File: src/rtl/mdu_pkg.sv
// Shared encodings for the HI/LO multiply/divide unit.
package mdu_pkg;

  typedef enum logic [2:0] {
    MDU_MULT  = 3'b000,
    MDU_MULTU = 3'b001,
    MDU_DIV   = 3'b010,
    MDU_DIVU  = 3'b011,
    MDU_MTHI  = 3'b100,
    MDU_MTLO  = 3'b101
  } mdu_op_e;

  typedef enum logic [1:0] {
    IDLE = 2'd0,
    MUL  = 2'd1,
    DIV  = 2'd2,
    FIX  = 2'd3
  } mdu_state_e;

  // Ops 000..011 are the iterative ones; bit 1 picks divide, bit 0 picks unsigned.
  function automatic logic is_md_op(input logic [2:0] op);
    return ~op[2];
  endfunction

endpackage

File: src/rtl/mdu_sign_fix.sv
// Operand magnitude extraction on entry and sign restoration of the raw
// unsigned result on exit.
module mdu_sign_fix
  import mdu_pkg::*;
#(
  parameter int WIDTH = 32
) (
  input  logic               is_signed,
  input  logic               is_mul,
  input  logic [WIDTH-1:0]   rs_val,
  input  logic [WIDTH-1:0]   rt_val,
  output logic [WIDTH-1:0]   rs_mag,
  output logic [WIDTH-1:0]   rt_mag,
  output logic               neg_lo,
  output logic               neg_hi,
  input  logic               res_is_mul,
  input  logic               res_neg_lo,
  input  logic               res_neg_hi,
  input  logic               res_div0,
  input  logic [WIDTH-1:0]   res_rs_raw,
  input  logic [2*WIDTH-1:0] res_acc,
  output logic [WIDTH-1:0]   hi_res,
  output logic [WIDTH-1:0]   lo_res
);

  logic             rs_neg, rt_neg;
  logic [2*WIDTH-1:0] prod;
  logic [WIDTH-1:0] quo, rem;

  assign rs_neg = is_signed & rs_val[WIDTH-1];
  assign rt_neg = is_signed & rt_val[WIDTH-1];
  // -2^(W-1) maps onto itself, which is the correct unsigned magnitude.
  assign rs_mag = rs_neg ? -rs_val : rs_val;
  assign rt_mag = rt_neg ? -rt_val : rt_val;

  // For MUL neg_lo negates the whole product; for DIV it is the quotient sign.
  assign neg_lo = rs_neg ^ rt_neg;
  assign neg_hi = rs_neg & ~is_mul;

  assign prod = res_neg_lo ? -res_acc : res_acc;
  assign quo  = res_neg_lo ? -res_acc[WIDTH-1:0] : res_acc[WIDTH-1:0];
  assign rem  = res_neg_hi ? -res_acc[2*WIDTH-1:WIDTH] : res_acc[2*WIDTH-1:WIDTH];

  always_comb begin
    hi_res = rem;
    lo_res = quo;
    if (res_is_mul) begin
      hi_res = prod[2*WIDTH-1:WIDTH];
      lo_res = prod[WIDTH-1:0];
    end else if (res_div0) begin
      hi_res = res_rs_raw;
      lo_res = '1;
    end
  end

endmodule

File: src/rtl/mult_div_unit.sv
// Iterative HI/LO multiply/divide unit: one result bit per cycle, WIDTH
// iterations plus a sign-fix cycle; holds the architectural HI/LO pair.
module mult_div_unit
  import mdu_pkg::*;
#(
  parameter int WIDTH = 32
) (
  input  logic             CLK,
  input  logic             RESET,
  input  logic             start,
  input  logic [2:0]       op,
  input  logic [WIDTH-1:0] rs_val,
  input  logic [WIDTH-1:0] rt_val,
  output logic             busy,
  output logic             done,
  output logic [WIDTH-1:0] hi,
  output logic [WIDTH-1:0] lo
);

  localparam int CW = (WIDTH > 1) ? $clog2(WIDTH) : 1;
  localparam logic [CW-1:0] LAST = CW'(WIDTH - 1);

  mdu_state_e         state_q, state_d;
  logic [CW-1:0]      cnt;
  logic [2*WIDTH-1:0] acc;
  logic [WIDTH-1:0]   m_q;
  logic [WIDTH-1:0]   rs_raw_q;
  logic               is_mul_q, neg_lo_q, neg_hi_q, div0_q;

  logic               launch;
  logic [WIDTH-1:0]   rs_mag, rt_mag, hi_res, lo_res;
  logic               neg_lo, neg_hi;
  logic [WIDTH:0]     mul_sum, div_rsh, div_diff;
  logic [2*WIDTH-1:0] mul_next, div_next;

  assign launch = start && is_md_op(op);
  assign busy   = (state_q != IDLE);

  mdu_sign_fix #(.WIDTH(WIDTH)) u_sign_fix (
    .is_signed  (~op[0]),
    .is_mul     (~op[1]),
    .rs_val     (rs_val),
    .rt_val     (rt_val),
    .rs_mag     (rs_mag),
    .rt_mag     (rt_mag),
    .neg_lo     (neg_lo),
    .neg_hi     (neg_hi),
    .res_is_mul (is_mul_q),
    .res_neg_lo (neg_lo_q),
    .res_neg_hi (neg_hi_q),
    .res_div0   (div0_q),
    .res_rs_raw (rs_raw_q),
    .res_acc    (acc),
    .hi_res     (hi_res),
    .lo_res     (lo_res)
  );

  // Shift-add: multiplier sits in acc's low half and drains out the bottom.
  assign mul_sum  = {1'b0, acc[2*WIDTH-1:WIDTH]} + (acc[0] ? {1'b0, m_q} : '0);
  assign mul_next = {mul_sum, acc[WIDTH-1:1]};

  // Restoring divide: remainder in the high half, dividend/quotient in the low half.
  assign div_rsh  = {acc[2*WIDTH-1:WIDTH], acc[WIDTH-1]};
  assign div_diff = div_rsh - {1'b0, m_q};
  assign div_next = div_diff[WIDTH] ? {div_rsh[WIDTH-1:0], acc[WIDTH-2:0], 1'b0}
                                    : {div_diff[WIDTH-1:0], acc[WIDTH-2:0], 1'b1};

  always_ff @(posedge CLK) begin
    if (!RESET) state_q <= IDLE;
    else        state_q <= state_d;
  end

  always_comb begin
    state_d = state_q;
    unique case (state_q)
      IDLE:     if (launch) state_d = op[1] ? DIV : MUL;
      MUL, DIV: if (cnt == LAST) state_d = FIX;
      FIX:      state_d = IDLE;
      default:  state_d = IDLE;
    endcase
  end

  always_ff @(posedge CLK) begin
    if (!RESET) begin
      hi       <= '0;
      lo       <= '0;
      done     <= 1'b0;
      cnt      <= '0;
      acc      <= '0;
      m_q      <= '0;
      rs_raw_q <= '0;
      is_mul_q <= 1'b0;
      neg_lo_q <= 1'b0;
      neg_hi_q <= 1'b0;
      div0_q   <= 1'b0;
    end else begin
      done <= 1'b0;
      unique case (state_q)
        IDLE: begin
          if (launch) begin
            cnt      <= '0;
            is_mul_q <= ~op[1];
            neg_lo_q <= neg_lo;
            neg_hi_q <= neg_hi;
            div0_q   <= op[1] && (rt_val == '0);
            rs_raw_q <= rs_val;
            m_q      <= op[1] ? rt_mag : rs_mag;
            acc      <= {{WIDTH{1'b0}}, (op[1] ? rs_mag : rt_mag)};
          end else if (start && op == MDU_MTHI) begin
            hi <= rs_val;
          end else if (start && op == MDU_MTLO) begin
            lo <= rs_val;
          end
        end
        MUL: begin
          acc <= mul_next;
          cnt <= cnt + 1'b1;
        end
        DIV: begin
          acc <= div_next;
          cnt <= cnt + 1'b1;
        end
        FIX: begin
          hi   <= hi_res;
          lo   <= lo_res;
          done <= 1'b1;
        end
        default: ;
      endcase
    end
  end

endmodule
File: config.mk
export PLATFORM = sky130hd
export DESIGN_NAME = mult_div_unit
export DESIGN_NICKNAME = d
export VERILOG_FILES = /design/src/rtl/mdu_pkg.sv /design/src/rtl/mdu_sign_fix.sv /design/src/rtl/mult_div_unit.sv
export SDC_FILE = /design/constraint.sdc
export NUM_CORES = 1
export LEC_CHECK = 0
export BUFFER_PORTS_ARGS = -buffer_cell sky130_fd_sc_hd__clkbuf_2
export CORE_ASPECT_RATIO = 0.75
export CORE_UTILIZATION = 30
export CTS_CLUSTER_DIAMETER = 80
export DETAILED_ROUTE_END_ITERATION = 8
export PLACE_DENSITY = 0.46
export SLEW_MARGIN = 20
export SYNTH_ARGS = -nofsm -noshare
export SYNTH_HDL_FRONTEND = slang
export SYNTH_SLANG_ARGS = --single-unit
File: constraint.sdc
create_clock -name CLK -period 3.7 [get_ports CLK]
set_input_delay 0.185 -clock CLK [delete_from_list [all_inputs] [get_ports CLK]]
set_output_delay 0.185 -clock CLK [all_outputs]
set_load 0.01 [all_outputs]
### Yosys cells after proc, flatten, opt, wreduce, memory -nomap -nowiden

Index checks and enable logic that the tools add are counted.

* output and inout bits: 66
* flip-flop bits (word level): 204

* reduce and logical (&&, ||, !) cells: 17
* muxes and demuxes: 29
* bitwise gates (word level): 7
* $add $sub $neg: 8
* eq/ne operators: 12

Operators with widths (number)
* 32-bit 2-to-1 mux: 16
* 64-bit 2-to-1 mux: 3
* 64-bit case mux with 3 select lines: 1
* 32-bit negator: 4
* 32-bit case mux with 2 select lines: 2
* 64-bit negator: 1
* 32-bit by 32-bit adder with 33-bit output: 1
* 33-bit by 32-bit subtractor with 33-bit output: 1
* 32-bit zero test: 1
* 2-bit != test (second input constant): 5
* 5-bit case mux with 2 select lines: 1
* 2-bit AND reduction: 4
* 3-bit == test (second input constant): 2
* 2-bit 2-to-1 mux: 3
* 2-bit case mux with 3 select lines: 1
* 2-bit nonzero test: 3
* 5-bit by 1-bit adder with 5-bit output (second input constant): 1
* 5-bit == test (second input constant): 1
* 5-bit 2-to-1 mux: 1
* 2-bit == test (second input constant): 2
* 1-bit logical AND: 4
* 4-bit AND reduction: 1
* 1-bit AND: 3
* 1-bit NOT: 3
* 8 further kinds: 8

### Logic depth before layout (Yosys ltp)

* depth after elaboration: 6
* depth in mapped cells: 16
* gate-level depth less buffers: 14

### Hierarchy

A second synthesis with hierarchy kept.

* cell total of the unflattened synthesis: 2435
* area total of the unflattened synthesis: 17767.0 sq um

Modules (own cells, without submodules)
* mult_div_unit: cells each 1698, instances 1, area each 13316.5 sq um
* mdu_sign_fix: cells each 737, instances 1, area each 4450.5 sq um

### Worst setup path before layout

No wires, ideal clock.

* path kind: flip-flop to flip-flop
* start: register acc[17]
* end: register hi[19]
* stages on the path, launching flop included: 12
* data required time: 3.578 ns
* setup slack: 0.233 ns
* buffers on the path: 3
* arrival time: 3.346 ns
* cells stage by stage: dfxtp_1 > buf_6 > or4_4 > or4_4 > or4_1 > clkbuf_2 > or4_4 > buf_6 > o41a_1 > xor2_1 > a211oi_1 > o21ai_1

* longest elaborated chain between the ends: 4

RTL lines
* start, declared: RTL line mult_div_unit.sv:25 `logic [2*WIDTH-1:0] acc;`
* start signal, assigned: RTL line mult_div_unit.sv:108 `acc <= {{WIDTH{1'b0}}, (op[1] ? rs_mag : rt_mag)};`
* start signal, assigned: RTL line mult_div_unit.sv:116 `acc <= mul_next;`
* start signal, assigned: RTL line mult_div_unit.sv:120 `acc <= div_next;`
* 64-bit negator: RTL line mdu_sign_fix.sv:40 `assign prod = res_neg_lo ? -res_acc : res_acc;`
* 64-bit 2-to-1 mux: RTL line mdu_sign_fix.sv:40
* 32-bit 2-to-1 mux: RTL line mdu_sign_fix.sv:47 `if (res_is_mul) begin`
* 32-bit case mux with 2 select lines: RTL line mult_div_unit.sv:98 `unique case (state_q)`
* end signal, assigned: RTL line mult_div_unit.sv:110 `hi <= rs_val;`
* end signal, assigned: RTL line mult_div_unit.sv:124 `hi <= hi_res;`
* end, declared: RTL line mult_div_unit.sv:16 `output logic [WIDTH-1:0] hi,`

No other way between the ends.
A chain may end at the register's enable or synchronous reset.

### Final worst setup path

* start: register acc[40]
* end: register hi[26]

* longest elaborated chain between the ends: 5
* elaborated cells between the ends (all ways): 7
* those cells by class: add/sub (2); mux (5)

RTL lines
* 32-bit negator: RTL line mdu_sign_fix.sv:42 `assign rem = res_neg_hi ? -res_acc[2*WIDTH-1:WIDTH] : res_acc[2*WIDTH-1:WIDTH];`
* 32-bit 2-to-1 mux: RTL line mdu_sign_fix.sv:42
* 32-bit 2-to-1 mux: RTL line mdu_sign_fix.sv:50 `end else if (res_div0) begin`
* 32-bit 2-to-1 mux *: RTL line mdu_sign_fix.sv:47
* 32-bit case mux with 2 select lines *: RTL line mult_div_unit.sv:98

Mark *: on every way between the ends. The rest lies on a longest branch, timed or not.

==> flow_summary.yaml <==
power:
  p_leak_nw: 7.79
  pwr-share-clk_pct: 29.4
  ir_worst_vdd_v: 0.000487
  power_w: 0.00967
  power_switching_w: 0.00414
  pwr-share-seq_pct: 27.8
  power_density_nw_per_um2: 490
  switching_share_pct: 42.8
  combPwrFrac_pct: 42.8
  p_int_w: 0.00553
synth:
  synth_fp_nets: 2476
  synth_edf_count: 0
  synth-seq-cells: 204
  ys_warn_count: 0
  synth.avg_cell_area_sq_um: 7.14
  synthCells: 2329
  yosysUniqueCellTypes: 66
  yosysSeqAreaShare_pct: 24.6
  async_flop_share_pct: 0
  ys.flop_type: "dfxtp_1"
  netlist_area_sq_um: 16600
final_layout:
  layoutNonFillerInstCount: 3195
  antenna_cells: 0
  synthToLayoutAreaGrowth_pct: 18.6
  drive_gt1_share_pct: 16.1
  nets: 2601
detailed_routing:
  route.vias.total: 18900
  firstDrtPassIters: 8
  drcViolationCount: 18
  wl_per_cell_um: 24.6
  routed_wirelength_um: 78600
  dr.first_iter.drc_count: 2427
  ant_nets: 0
  viasPerCell: 5.90
cts:
  cts-htree-levels: 1
  tritoncts: "built"
  cts_buffer_depth: 3
  cts_buffers: 26
  insertion_delay_ps: 580
  cts_setup_buffers: 0
  clock-root-buffer: "clkbuf_16"
  clk_pin_slew_ps: 70
  cts_sinks: 204
sta:
  fin_crit_sh_pct: 96.0
  holdWs_ps: 30.8
  finalCriticalPeriod_ps: 3550
  skew_ps: 15.8
  tightest_slew_ps: 937
  max_clock_freq_mhz: 282
  timing.final.hold_violations: 0
  final_max_slew_viol_count: 0
  rsz0062_at_grt: "true"
  finalSetupViolCount: 0
  slew_headroom_pct: 37.6
placement:
  dp_hpwl_um: 60000
  portBuffers: 135
  place_inst: 3146
  place.gp.congestion: 0.995
die:
  die-width_um: 274
  die-area_sq_um: 56400
  initial_core_util_pct: 30.4
  core-area_sq_um: 54600
  ios: 136
  die_h_um: 206
  num_rows: 74
run_status:
  violations: "DRC"
  outcome: "finished with violations"
setup_path:
  crit_top_cell: "buf_4"
  r2r_cells: 12
  end_kind: "flop"
  critPathLaunch: "acc[40]"
  endpoint: "hi[26]"
  crit_chain: "buf_4, buf_4, nor4_1, nand4_1, or4_1, or2_2, a21oi_1, nor4_1, o21a_1, o311ai_1, buf_4, a21oi_1"
  worst_ep_arrival_time_ps: 4000
  critical-path-max-stage-delay_ps: 520
  r2r_end: "hi[26]"
  start_kind: "flop"
  crit_required_ps: 4150
  r2r_start: "acc[40]"
  crit_type: "reg -> reg"
  crit_slowest_cell: "or4_1"
  critPathMaxFanout: 10
  rrSetupSlack_ps: 150
grt:
  grt_pass1_vias: 17100
  grt_max_degree: 91
  grt_antenna_before_repair: 2
  grt_overflow_total: 0
  grt_first_pass_wirelength_um: 116000
  track_usage_pct: 27.2
min_path:
  min_path_type: "in -> reg"
job:
  cap_violations: 0
## per-layer routing
layer,part of all wire [%],track usage [%],up-vias
met1,49,42.7,9119
met5,0,0,-
met4,1.4,4.15,0
met3,9.6,4.50,86
li1,-,-,8719
met2,40,38.4,942
## placed cells by master (no fill, tap or decap), drive strengths merged, types with 39 or more instances in the layout
master / Yosys / layout
o221ai: 39 / 39
buf: 22 / 156
xor2: 59 / 59
a21oi: 278 / 278
nor2: 208 / 208
a211oi: 43 / 43
nand2: 290 / 290
clkbuf: 174 / 166
nor3: 52 / 52
inv: 65 / 67
o21ai: 183 / 183
dfxtp: 204 / 204
xnor2: 111 / 111
nand3: 42 / 42
ha: 75 / 75
## state kept, by name, indices dropped and copies added, names as in the netlist
name and cells:
done 1, cnt 5, div0_q 1, state_q 2
is_mul_q 1, acc 64, hi 32, neg_lo_q 1
m_q 32, neg_hi_q 1, rs_raw_q 32, lo 32
## cell type report
cell class | count | area [sq um]
Sequential cell | 204 | 4090
Clock buffer | 31 | 719
Clock inverter | 16 | 209
Multi-Input combinational cell | 1863 | 11700
Timing Repair Buffer | 293 | 1900
Tap cell | 722 | 903
Inverter | 66 | 250
Fill cell | 5891 | 34900
## what timing repair did
item / 4_1_cts / 5_1_grt
resized for setup: 0 / 10
hold endpoints to repair: 2 / 0
endpoints found under the setup margin: 0 / 8
hold buffers: 2 / 0
## cell usage after synthesis, types with 39 or more instances
| cell | number | area, sq um |
|---|---|---|
| o221ai_1 | 39 | 342 |
| dfxtp_1 | 204 | 4080 |
| xnor2_1 | 111 | 972 |
| a211oi_1 | 43 | 323 |
| nand2_1 | 290 | 1090 |
| clkbuf_1 | 171 | 642 |
| a21oi_1 | 278 | 1390 |
| o21ai_0 | 180 | 901 |
| nand3_1 | 42 | 210 |
| inv_1 | 64 | 240 |
| nor2_1 | 208 | 781 |
| xor2_1 | 59 | 517 |
| ha_1 | 75 | 938 |
| nor3_1 | 52 | 260 |
## critical path, delay by kind of cell (launching register included)
kind	cells	cell delay [ps]
simple gates	5	1660
compound gates	4	790
buf+inv	3	560
flops	1	400
## through the flow
step	instance area [sq um]	util [%]	setup TNS, ps	setup slack, ps
after floorplan	16600	-	0	233
after CTS	19700	36.0	0	29.2
after detailed placement	18700	34.3	0	44.6
after global routing	19700	36.1	-3.21	-3.21
final	19700	36.1	0	149
after global placement	18700	34.3	0	6.17
## logic make-up after synthesis
group                    after synthesis  share of synthesized area (%)
multiplexers                          42                           2.69
AND/OR/NAND/NOR                      751                           20.5
buffers and inverters                262                           6.03
AO/OA/AOI/OAI                        823                           31.4
adder cells (fa/ha/maj)               77                           5.88
XOR/XNOR                             170                           8.95
flip-flops                           204                           24.6
## power groups by stage
stage | registers, W | clock network, W | logic [W]
2_1_floorplan | 0.00267 | 0 | 0.00254
3_3_place_gp | 0.00272 | 0 | 0.00404
3_5_place_dp | 0.00273 | 0 | 0.00403
4_1_cts | 0.00268 | 0.00288 | 0.00406
5_1_grt | 0.00272 | 0.00297 | 0.00446
6_report | 0.00269 | 0.00284 | 0.00414
## worst min path at each step
| stage | slack, ps | from | depth (start not counted) | to |
|---|---|---|---|---|
| floorplan | 320 | rs_val[16] | 2 | rs_raw_q[16] |
| global placement | 440 | rs_raw_q[23] | 2 | rs_raw_q[23] |
| detailed placement | 450 | lo[19] | 2 | lo[19] |
| CTS | 8 | rs_val[1] | 3 | rs_raw_q[1] |
| global route | 20 | rs_val[25] | 3 | rs_raw_q[25] |
| finish | 30 | rs_val[4] | 3 | rs_raw_q[4] |
Power figures use the tool's default switching activity.
